===== config.mk =====
export PLATFORM = sky130hd
export DESIGN_NAME = reg_wb_arbiter
export DESIGN_NICKNAME = d
export VERILOG_FILES = /design/src/rtl/reg_wb_arbiter.sv
export SDC_FILE = /design/constraint.sdc
export NUM_CORES = 1
export LEC_CHECK = 0
export BUFFER_PORTS_ARGS = -buffer_cell sky130_fd_sc_hd__buf_4
export CAP_MARGIN = 20
export CORE_ASPECT_RATIO = 0.5
export CORE_MARGIN = 5
export CORE_UTILIZATION = 33
export CTS_BUF_LIST = sky130_fd_sc_hd__clkbuf_2
export CTS_CLUSTER_DIAMETER = 50
export DETAILED_ROUTE_END_ITERATION = 10
export HOLD_SLACK_MARGIN = 0.15
export PLACE_DENSITY = 0.62
export SYNTH_ARGS = -nofsm -noshare
export SYNTH_HDL_FRONTEND = slang
export SYNTH_SLANG_ARGS = --single-unit

===== constraint.sdc =====
create_clock -name clk -period 1.5 [get_ports clk]
set_input_delay 0.075 -clock clk [delete_from_list [all_inputs] [get_ports clk]]
set_output_delay 0.075 -clock clk [all_outputs]
set_load 0.005 [all_outputs]

===== src/rtl/reg_wb_arbiter.sv =====
// Register-file write-port owner: post-reset init sweep, then round-robin between WB and multicycle.
// Optional define WB_ARB_BYPASS_EN adds same-cycle forwarding of the in-flight write.
module reg_wb_arbiter #(
   parameter int unsigned NUM_REGS         = 32,
   parameter logic [31:0] LOW_INIT_VAL     = 32'h0232_8021,
   parameter logic [31:0] HIGH_INIT_VAL    = 32'h0000_000A,
   parameter int unsigned LOW_INIT_LAST    = 6,
   parameter bit          ZERO_REG_PROTECT = 1'b1
) (
   input  logic        clk,
   input  logic        reset,
   input  logic        req0_valid,
   input  logic [4:0]  req0_addr,
   input  logic [31:0] req0_data,
   output logic        req0_ready,
   input  logic        req1_valid,
   input  logic [4:0]  req1_addr,
   input  logic [31:0] req1_data,
   output logic        req1_ready,
   output logic        write_en,
   output logic [4:0]  wr_addr,
   output logic [31:0] wr_data,
   output logic        init_done,
   output logic [15:0] conflict_cnt
`ifdef WB_ARB_BYPASS_EN
   ,
   input  logic [4:0]  fwd_addr1,
   input  logic [4:0]  fwd_addr2,
   output logic        fwd_hit1,
   output logic        fwd_hit2,
   output logic [31:0] fwd_data1,
   output logic [31:0] fwd_data2
`endif
);

   typedef enum logic [0:0] {StInit, StRun} state_e;

   state_e     state_q;
   logic [4:0] cnt_q;
   logic       rr_ptr_q;
   logic       drop0;
   logic       drop1;

   always_comb begin
      req0_ready = 1'b0;
      req1_ready = 1'b0;
      if (reset && state_q == StRun) begin
         req0_ready = req0_valid && (!req1_valid || !rr_ptr_q);
         req1_ready = req1_valid && (!req0_valid ||  rr_ptr_q);
      end
   end

   // Writes to r0 are handshaken normally but never reach the register file.
   assign drop0 = ZERO_REG_PROTECT && (req0_addr == 5'd0);
   assign drop1 = ZERO_REG_PROTECT && (req1_addr == 5'd0);

   always_ff @(posedge clk) begin
      if (!reset) begin
         state_q      <= StInit;
         cnt_q        <= 5'd0;
         rr_ptr_q     <= 1'b0;
         write_en     <= 1'b0;
         wr_addr      <= 5'd0;
         wr_data      <= 32'd0;
         init_done    <= 1'b0;
         conflict_cnt <= 16'd0;
      end else begin
         unique case (state_q)
            StInit: begin
               write_en <= 1'b1;
               wr_addr  <= cnt_q;
               wr_data  <= (32'(cnt_q) <= LOW_INIT_LAST) ? LOW_INIT_VAL : HIGH_INIT_VAL;
               cnt_q    <= cnt_q + 5'd1;
               if (cnt_q == 5'(NUM_REGS - 1)) begin
                  state_q <= StRun;
               end
            end
            StRun: begin
               init_done <= 1'b1;
               write_en  <= 1'b0;
               if (req0_ready) begin
                  write_en <= !drop0;
                  wr_addr  <= req0_addr;
                  wr_data  <= req0_data;
                  rr_ptr_q <= 1'b1;
               end else if (req1_ready) begin
                  write_en <= !drop1;
                  wr_addr  <= req1_addr;
                  wr_data  <= req1_data;
                  rr_ptr_q <= 1'b0;
               end
               if (req0_valid && req1_valid && conflict_cnt != 16'hFFFF) begin
                  conflict_cnt <= conflict_cnt + 16'd1;
               end
            end
            default: state_q <= StInit;
         endcase
      end
   end

`ifdef WB_ARB_BYPASS_EN
   assign fwd_hit1  = write_en && (wr_addr == fwd_addr1) && (wr_addr != 5'd0);
   assign fwd_hit2  = write_en && (wr_addr == fwd_addr2) && (wr_addr != 5'd0);
   assign fwd_data1 = wr_data;
   assign fwd_data2 = wr_data;
`endif

endmodule


Word level (Yosys, flattened, before mapping)
Cells that the tools add are included.
W data, S select, Z words.
{"block": "totals", "word_cells": 48, "latchBits": 0, "mem_count": 0, "ff_bits": 62, "mem_bits_ro": 0, "ramBits": 0, "out_inout_bits": 57, "in_bits": 78}
{"block": "op_classes", "div": 0, "mul": 0, "magnitude_cmp": 1, "mux": 16, "eq_ne": 3, "n_shift": 0, "add_sub_neg": 2, "reduce_logical": 17, "bitwise_logic": 1}
{"op": "$mux W32", "count": 2}
{"op": "$pmux W32 S2", "count": 1}
{"op": "$mux W26", "count": 1}
{"op": "$add A16 B1 Y16 const B", "count": 1}
{"op": "$ne A16 B16 Y1 const B", "count": 1}
{"op": "$logic_not A5 Y1", "count": 2}
{"op": "$mux W5", "count": 2}
{"op": "$pmux W5 S2", "count": 1}
{"op": "$mux W1", "count": 8}
{"op": "$add A5 B1 Y5 const B", "count": 1}
{"op": "$eq A5 B5 Y1 const B", "count": 1}
{"op": "$le A5 B3 Y1 const B", "count": 1}
{"op": "$logic_and A1 B1 Y1", "count": 5}
{"op": "$logic_not A1 Y1", "count": 5}
{"op": "$reduce_and A2 Y1", "count": 2}
{"op": "$ne A3 B3 Y1 const B", "count": 1}
{"op": "$logic_or A1 B1 Y1", "count": 2}
{"op": "$pmux W1 S2", "count": 1}
{"op": "$reduce_bool A2 Y1", "count": 1}
{"op": "$not A1 Y1", "count": 1}

Depth between registers and ports, before layout
Gate-level depths: netlist (run 1).
{"block": "depth", "word_depth": 7, "mapped_depth": 8}

Worst setup path after synthesis (run 1)
No wires, ideal clock.
{"block": "synth_timing", "path_kind": "register to register", "startpoint": "register conflict_cnt[0]", "endpoint": "register conflict_cnt[1]", "slack_ns": -0.093, "arrival_time_ns": 1.465, "setup_ns": 0.128, "stages_incl_launch_ff": 8, "path_cell_list": "dfxtp_1 ha_1 and2_1 nand4_4 o21ai_2 buf_6 mux2i_1 nor2_1"}
{"block": "synth_between", "elab_chain_len": 3}
{"element": "start: declaration", "line": "24", "text": "output logic [15:0] conflict_cnt"}
{"element": "start signal: assignment", "line": "93", "text": "conflict_cnt <= conflict_cnt + 16'd1;"}
{"element": "parallel branches: the longest is 3 deep, another holds $add A16 B1 Y16"}
Several ways; the timed one is not identified.
A chain may end at the register's enable or synchronous reset.

Final worst setup path (run 1)
{"block": "layout_timing", "startpoint": "register rr_ptr_q", "endpoint": "output port req1_ready"}
{"block": "layout_between", "elab_chain_len": 3}
{"element": "start: declaration", "line": "40", "text": "logic rr_ptr_q;"}
{"element": "start signal: assignment", "line": "61", "text": "rr_ptr_q <= 1'b0;"}
{"element": "start signal: assignment", "line": "85", "text": "rr_ptr_q <= 1'b1;"}
{"element": "start signal: assignment", "line": "90", "text": "rr_ptr_q <= 1'b0;"}
{"element": "$logic_or A1 B1 Y1", "line": "49", "text": "req1_ready = req1_valid && (!req0_valid || rr_ptr_q);"}
{"element": "$logic_and A1 B1 Y1", "line": "49"}
{"element": "$mux W1", "line": "47", "text": "if (reset && state_q == StRun) begin"}
{"element": "end: declaration", "line": "19", "text": "output logic req1_ready,"}
No other way between the ends.

==> results of run 1 <==
## critical path: stages, from the launching register on
cell and delay [ns]:
dfxtp_2 0.36, buf_6 0.11, or2b_1 0.22, and3_4 0.17
buf_6 0.11
## power by group through the flow
| stage | Clock [W] | Sequential (W) | Combinational (W) |
|---|---|---|---|
| after floorplan | 0 | 0.00173 | 0.0000847 |
| after global placement | 0 | 0.00173 | 0.000312 |
| after detailed placement | 0 | 0.00173 | 0.000314 |
| after CTS | 0.000997 | 0.00169 | 0.000480 |
| after global routing | 0.00107 | 0.00170 | 0.000540 |
| final | 0.000956 | 0.00169 | 0.000501 |
## per-layer routing
layer / part of all wire, % / track usage (%) / vias up
li1: - / - / 1778
met1: 40 / 22.1 / 1650
met2: 53 / 35.5 / 91
met3: 4.7 / 6.03 / 31
met4: 2.9 / 7.17 / 0
met5: 0 / 0 / -
## layout by cell type (no fill, tap or decap), types with 3 or more instances in the layout
cell type / instances
o21a_1: 8
xnor2_1: 6
nand4_1: 3
a311oi_1: 21
nand2_1: 66
a221oi_2: 4
inv_1: 4
a22oi_1: 3
nand3_1: 3
a21oi_2: 4
a21oi_1: 33
buf_6: 12
o21ai_0: 11
dfxtp_1: 54
and3_4: 3
dlygate4sd3_1: 78
a311oi_2: 3
mux2_2: 6
buf_4: 171
nor3_1: 3
nor2_1: 29
dfxtp_2: 8
clkbuf_2: 11
ha_1: 3
nor3_2: 4
or3_1: 4
buf_12: 5
## worst paths after layout
kind                                 startpoint                to  cells after the start
worst max-delay path                   rr_ptr_q        req1_ready                      4
worst min-delay path                 req1_valid   conflict_cnt[5]                      5
worst max register to register  conflict_cnt[0]  conflict_cnt[10]                      7
worst min register to register        init_done         init_done                      2
## through the flow
stage | util [%] | instances | power (W) | worst slack (ns)
after floorplan | - | 352 | 0.00181 | 0.000238
after global routing | 63.3 | 724 | 0.00330 | -0.106
final | 63.3 | 724 | 0.00315 | -0.00901
after CTS | 61.5 | 720 | 0.00317 | -0.0545
after global placement | 50.0 | 620 | 0.00204 | -0.0712
after detailed placement | 50.0 | 620 | 0.00204 | -0.0917
## logic make-up (layout without fill, tap and decap cells)
kind of cell,after synthesis,count (layout)
and+or+nand+nor,137,137
muxes,11,11
buffers and inverters,30,285
xor gates and xnor gates,8,8
adders and majority gates,4,4
DFF,62,62
AOI/OAI and AO/OA,100,100
## flip-flops by register name, indices dropped and copies added, names as in the netlist
signal and cells:
cnt_q 5, conflict_cnt 16, init_done 1, rr_ptr_q 1
state_q 1, wr_addr 5, wr_data 32, write_en 1
## repair_timing
action,in CTS,in global routing
cloned,0,0
hold buffers,79,0
setup endpoints to repair,17,40
pin swaps,8,17
setup buffers,7,5
gates resized for setup,20,28
endpoints found under the hold margin,45,0
## cell type report
cell class              count  share of cell area [%]
flip-flops and latches     62                    22.5
inverters                   5                   0.383
multi-input cells         260                    31.4
clock buffers              11                   0.992
well taps                 117                    2.64
repair buffers            266                    41.4
clock inverters             3                   0.676
==> metrics, run 1 <==
Routed Antenna Nets 0; drt pass-1 iters 4; nets 686; worst-path fanout max 2; ant diodes 0; GRT Residual Overflow 0; CTS sink count 62; largest net degree at the start of global routing 35; main combinational cell family by area after synthesis compound AO/OA/AOI/OAI gates; cell count after synthesis 352; setup TNS -0.0112 ns; Internal 0.00238 W; crit start category register; combinational power share 15.9%; arrival time worst endpoint 1.43 ns; actual slew at the worst max-slew pin 0.560 ns; Row Count 24; Post-Synth Simple-Gate Area 22.3%; post-synthesis adder-cell area fraction 1.68%; initial antenna violation count 0; routability-driven placement congestion ratio 0.745; cell with the most instances after synthesis nand2_1; Total GRT Usage 19.8%; Fin Clk Skew 0.0215 ns; DR vias 3550; CTS tree yes; Die Height 77.2 µm; critical path class register to primary output; Synth top cells by count 66 x nand2_1, 62 x dfxtp_1, 37 x a21oi_1; Sw Share 24.3%; Hold Crit Class input port to register; Area growth syn-to-layout 86.3%; DPL Wire Length 7020 µm; Slew Limit Headroom 62.5%; Clk pwr share 30.3%; fmax 663 MHz; post-synthesis mux area share 4.07%; final hold violations 0; ys async rst share 0%; Post-synth EDFFs 0; Synth Area per Inst 8.47 µm²; Die Span X 144 µm; Setup crit end kind primary output; post-synth cell types 50; post-DR wirelength/cell 15.4 µm; Filler Cell Count 747; Leakage 2.41 nW; ys flop type dfxtp_1; Core Area 0.00877 mm²; design area 0.00555 mm²; CP required 1.42 ns; H-tree depth 3; footprint of the multi-input gates 0.00174 mm²; status finished, violations left; MaxCap Viol Count 0; Synth Area in XOR/XNOR 2.35%; Synth Warn # 0; Synth top area share 41.6%; register area 0.00125 mm²; CTS root buffer clkbuf_2; Compound-Gate Fraction of Synth Area 23.0%; clk buf depth 2; cell taking the most area after synthesis dfxtp_1; DRC 0; Synth Register Bits 62; Final Slew Violations 0; Max VDD drop 0.328 mV; Area contributors post-synth dfxtp_1 42%, nand2_1 8.3%, a311oi_1 7.1%; CTS Buf Count 9; initial drt markers 146; Mapped Nets 434; Tcrit/Tclk final 101%; port bufs 134; RSZ-0062 raised after global routing true; number of global-route vias before repair 3703; post-placement cell area 0.00439 mm²; final worst-path setup slack -0.00901 ns; Die ar. 0.0111 mm²; IO Pins 135; reg2reg setup slack 0 ns; Flop pwr share 53.8%; Starting Density 34.0%; Via-to-Cell Ratio 4.90; failing checks negative setup slack; net switching power 0.000767 W; endpoints failing setup 2; post-layout minimum cycle time 1.51 ns; global-route wire length before repair 17700 µm; drt total wl 11100 µm; pwr dens 568 mW/mm²; Worst-path clk slew 0.16 ns; post-synthesis sequential area ratio 41.6%; worst hold margin 0.236 ns; layout cell share with drive strength beyond 1 41.2%; clk_lat worst skew 0.48 ns; Mapped Area 0.00298 mm²
Note: power is estimated with default switching activity, not from simulation.
==> run 2: changes to the inputs <==
CORE_UTILIZATION = 40   (was 33)
PLACE_DENSITY = 0.73   (was 0.62)
==> metrics, run 2 (synthesized netlist as in run 1, its figures left out) <==
failing checks negative setup slack; Worst Hold Launch req1_valid; reg-to-reg startpoint state_q; fmax 641 MHz; RSZ-0062 raised after global routing true; MaxCap Viol Count 0; DR WL met2 6000 µm; Tcrit/Tclk final 104%; Die ar. 0.00938 mm²; Core Area 0.00729 mm²; ant diodes 0; setup TNS -0.203 ns; CTS Buf Count 9; critical path startpoint state_q; CP Cell Sequence and2_4, nand3_4, buf_12, mux2_2, a221oi_2, nor2_1; Biggest register wr_data; Die Height 71.0 µm; Final Slew Violations 0; pwr dens 578 mW/mm²; Met3 Routed Length 1010 µm; critical path class register to register; routability-driven placement congestion ratio 0.791; CTS sink count 62; clk buf depth 2; Max VDD drop 0.346 mV; CTS tree yes; Hold Crit Class input port to register; Slew Limit Headroom 75.4%; Row Count 22; Filler Cell Count 481; CP max stage cell dfxtp_2; port bufs 134; layout cell share with drive strength beyond 1 40.8%; crit start category register; Routed Antenna Nets 0; GRT Residual Overflow 0; Via-to-Cell Ratio 5.38; final hold violations 0; max reg flops 32; commonest non-fill, non-tap cell in the layout buf_4; CP required 1.92 ns; Fin Clk Skew 0.0180 ns; initial antenna violation count 0; number of global-route vias before repair 3745; Pwr Total 0.00318 W; Post-Place Setup Slack -0.104 ns; endpoints failing setup 5; actual slew at the worst max-slew pin 0.369 ns; footprint of the multi-input gates 0.00174 mm²; Worst-path clk slew 0.17 ns; Total GRT Usage 24.4%; Met1 Wirelength 4820 µm; Leakage 2.39 nW; IO Pins 135; drt total wl 12300 µm; global-route wire length before repair 18600 µm; Setup crit end kind register; Starting Density 40.9%; worst-path fanout max 11; DRC 0; largest net degree at the start of global routing 39; post-DR wirelength/cell 17.6 µm; arrival time worst endpoint 1.98 ns; post-layout minimum cycle time 1.56 ns; largest registers wr_data (32), conflict_cnt (16); drt pass-1 iters 6; status finished, violations left; clk_lat worst skew 0.53 ns; post-layout util 75.4%; most frequent cells in the layout 167 x buf_4, 77 x dlygate4sd3_1, 65 x nand2_1; Crit path largest cell delay 0.35 ns; highest metal used met4; CTS root buffer clkbuf_2; Area growth syn-to-layout 84.6%; register area 0.00125 mm²; H-tree depth 3; initial drt markers 259; DPL Wire Length 6650 µm; worst hold margin 0.208 ns; Die Span X 132 µm; nets 680; DR vias 3764; final worst-path setup slack -0.0607 ns
run 2: final timing paths:
kind                                    end  slack [ns]  depth (start not counted)
worst min register to register    init_done        0.49                          2
worst max register to register  wr_data[25]       -0.06                          6
worst max-delay path            wr_data[25]       -0.06                          6
worst min-delay path             wr_addr[2]        0.21                          5
run 2: metrics by stage:
stage                     cell area (µm²)  cells
after CTS                            5380    698
after global routing                 5500    699
after global placement               4330    597
final                                5500    699
after detailed placement             4330    597
after floorplan                      2990    352
run 2: layout make-up:
| class | count | area share (%) |
|---|---|---|
| Multi-Input combinational cell | 260 | 31.6 |
| Clock inverter | 7 | 1.00 |
| Timing Repair Buffer | 260 | 41.2 |
| Sequential cell | 62 | 22.8 |
| Inverter | 5 | 0.387 |
| Clock buffer | 9 | 0.819 |
| Tap cell | 96 | 2.18 |
run 2: per-layer routing:
layer  vias up  track usage (%)
li1       1773                -
met1      1748             27.4
met2       200             42.5
met3        43             7.53
met4         0             12.1
met5         -                0
run 2: what timing repair did:
item | in CTS | in global routing
gates resized for setup | 21 | 30
endpoints found under the setup margin | 13 | 42
hold buffers | 77 | 0
pin swaps | 8 | 11
hold endpoints to repair | 45 | 0
gates cloned | 1 | 1
buffers inserted | 7 | 1
run 2: report_power, final:
group          switching [W]  internal [W]  total [W]
clock network       0.000620      0.000358   0.000978
logic               0.000174      0.000333   0.000507
registers          0.0000195       0.00168    0.00169
run 2: worst max-delay path, delay by kind of cell, from the launching register on:
family	cells	cell delay, ns
flops	1	0.35
mux	1	0.35
simple gates	3	0.33
compound gates	1	0.29
buf+inv	1	0.15
==> run 3: changes to the inputs <==
BUFFER_PORTS_ARGS = -buffer_cell sky130_fd_sc_hd__buf_2   (was -buffer_cell sky130_fd_sc_hd__buf_4)
==> metrics, run 3 (synthesized netlist as in run 1, its figures left out) <==
Leakage 2.31 nW; Starting Density 40.9%; DRC 0; Core Area 0.00729 mm²; Die Span X 132 µm; most frequent cells in the layout 132 x buf_2, 77 x dlygate4sd3_1, 66 x nand2_1; layout cell share with drive strength beyond 1 40.5%; nets 684; Hold Path Sink wr_data[18]; GRT Residual Overflow 0; final worst-path setup slack -0.0208 ns; CTS sink count 62; Worst-path clk slew 0.18 ns; largest registers wr_data (32), conflict_cnt (16); Biggest register wr_data; MaxCap Viol Count 0; Total GRT Usage 23.6%; GRT busiest layer met2; Reg-to-Reg End wr_data[25]; met3 Resource Use GR 8.52%; post-layout util 70.5%; clk buf depth 2; Post-Place Setup Slack -0.119 ns; CTS Buf Count 9; critical path class register to primary output; largest net degree at the start of global routing 44; Worst path most repeated cell buf_6; final hold violations 0; initial antenna violation count 0; post-DR wirelength/cell 16.4 µm; CTS root buffer clkbuf_2; post-placement cell area 0.00403 mm²; arrival time worst endpoint 1.45 ns; failing checks negative setup slack; worst-path fanout max 2; reg-to-reg startpoint state_q; DPL Wire Length 6410 µm; status finished, violations left; pwr dens 570 mW/mm²; Routed Antenna Nets 0; Fin Clk Skew 0.0272 ns; Tcrit/Tclk final 101%; clk_lat worst skew 0.51 ns; Hold Crit Class input port to register; Row Count 22; ant diodes 0; drt pass-1 iters 7; Max VDD drop 0.421 mV; global-route wire length before repair 18000 µm; Largest delay share family, worst path simple AND/OR/NAND/NOR gates; commonest non-fill, non-tap cell in the layout buf_2; crit start category register; Via-to-Cell Ratio 5.44; H-tree depth 3; initial drt markers 187; DR vias 3823; Placed Instances 598; met2 Usage GRT 40.7%; Die ar. 0.00938 mm²; post-layout minimum cycle time 1.52 ns; number of global-route vias before repair 3768; reg2reg setup slack -0.02 ns; routability-driven placement congestion ratio 0.780; endpoints failing setup 6; Final Slew Violations 0; port bufs 134; WHS Path Cells 4; Area growth syn-to-layout 72.5%; Worst Hold Launch req0_data[18]; CP required 1.42 ns; worst hold margin 0.351 ns; CP Cell Sequence buf_6, or2b_1, and3_4, buf_6; Slew Limit Headroom 77.6%; routing usage on met1 26.0%; Die Height 71.0 µm; design area 0.00514 mm²; Crit path largest cell delay 0.35 ns; R2R cell count 6; IO Pins 135; Non-Filler Instances 703; actual slew at the worst max-slew pin 0.335 ns; Buf/Inv on CP 2; CP max stage cell dfxtp_2; RSZ-0062 raised after global routing true; CTS tree yes; fmax 658 MHz; drt total wl 11500 µm; max reg flops 32; Setup crit end kind primary output
run 3: changes by cell type in the layout (fill, tap and decap cells not counted), sizes merged:
cell	before	now
clkinv	6	8
o21ai	13	14
clkbuf	10	9
buf	182	186
bufinv	1	0
inv	5	4
run 3: worst max-delay path by stage:
stage / from / end / slack [ns] / depth (start not counted)
after floorplan: conflict_cnt[1] / conflict_cnt[1] / 0.0002 / 7
after global placement: conflict_cnt[1] / conflict_cnt[1] / -0.11 / 7
after detailed placement: conflict_cnt[1] / conflict_cnt[1] / -0.12 / 7
after CTS: rr_ptr_q / req1_ready / -0.08 / 4
after global routing: state_q / wr_data[17] / -0.11 / 6
final: rr_ptr_q / req1_ready / -0.02 / 4
run 3: metrics by stage:
step	TNS, ns	power [W]
after CTS	-0.135	0.00292
after detailed placement	-0.485	0.00197
after global routing	-1.15	0.00307
after floorplan	0	0.00181
after global placement	-0.259	0.00197
final	-0.0620	0.00293
run 3: per-layer routing:
layer,part of all wire [%],wire length [µm]
met5,0,0
met4,3.1,359
met2,49,5670
met1,39,4550
met3,8.3,952
run 3: cell type report:
type / instances / area, µm²
fill: 525 / 2150
multi-input combinational: 261 / 1730
sequential: 62 / 1250
clock inverter: 7 / 31.3
timing repair buffer: 263 / 1940
clock buffer: 9 / 45.0
tap: 96 / 120
inverter: 5 / 23.8
run 3: worst reg2reg max path, stage by stage (launching register included):
cell	delay [ns]
dfxtp_2	0.36
and2_4	0.16
nand3_4	0.11
buf_8	0.17
mux2_4	0.31
a221oi_2	0.25
nor2_1	0.07
run 3: where the power goes:
part / internal (W) / leakage, nW / total, W / switching (W)
Sequential: 0.00168 / 0.508 / 0.00169 / 0.0000185
Combinational: 0.000268 / 1.74 / 0.000428 / 0.000160
Clock: 0.000191 / 0.0577 / 0.000810 / 0.000619
run 3: what timing repair did:
action	in CTS	in global routing
hold buffers	77	0
gates resized for setup	22	21
pin swaps	8	7
hold endpoints to repair	45	0
setup buffers	6	6
cloned	1	0
setup endpoints to repair	15	38
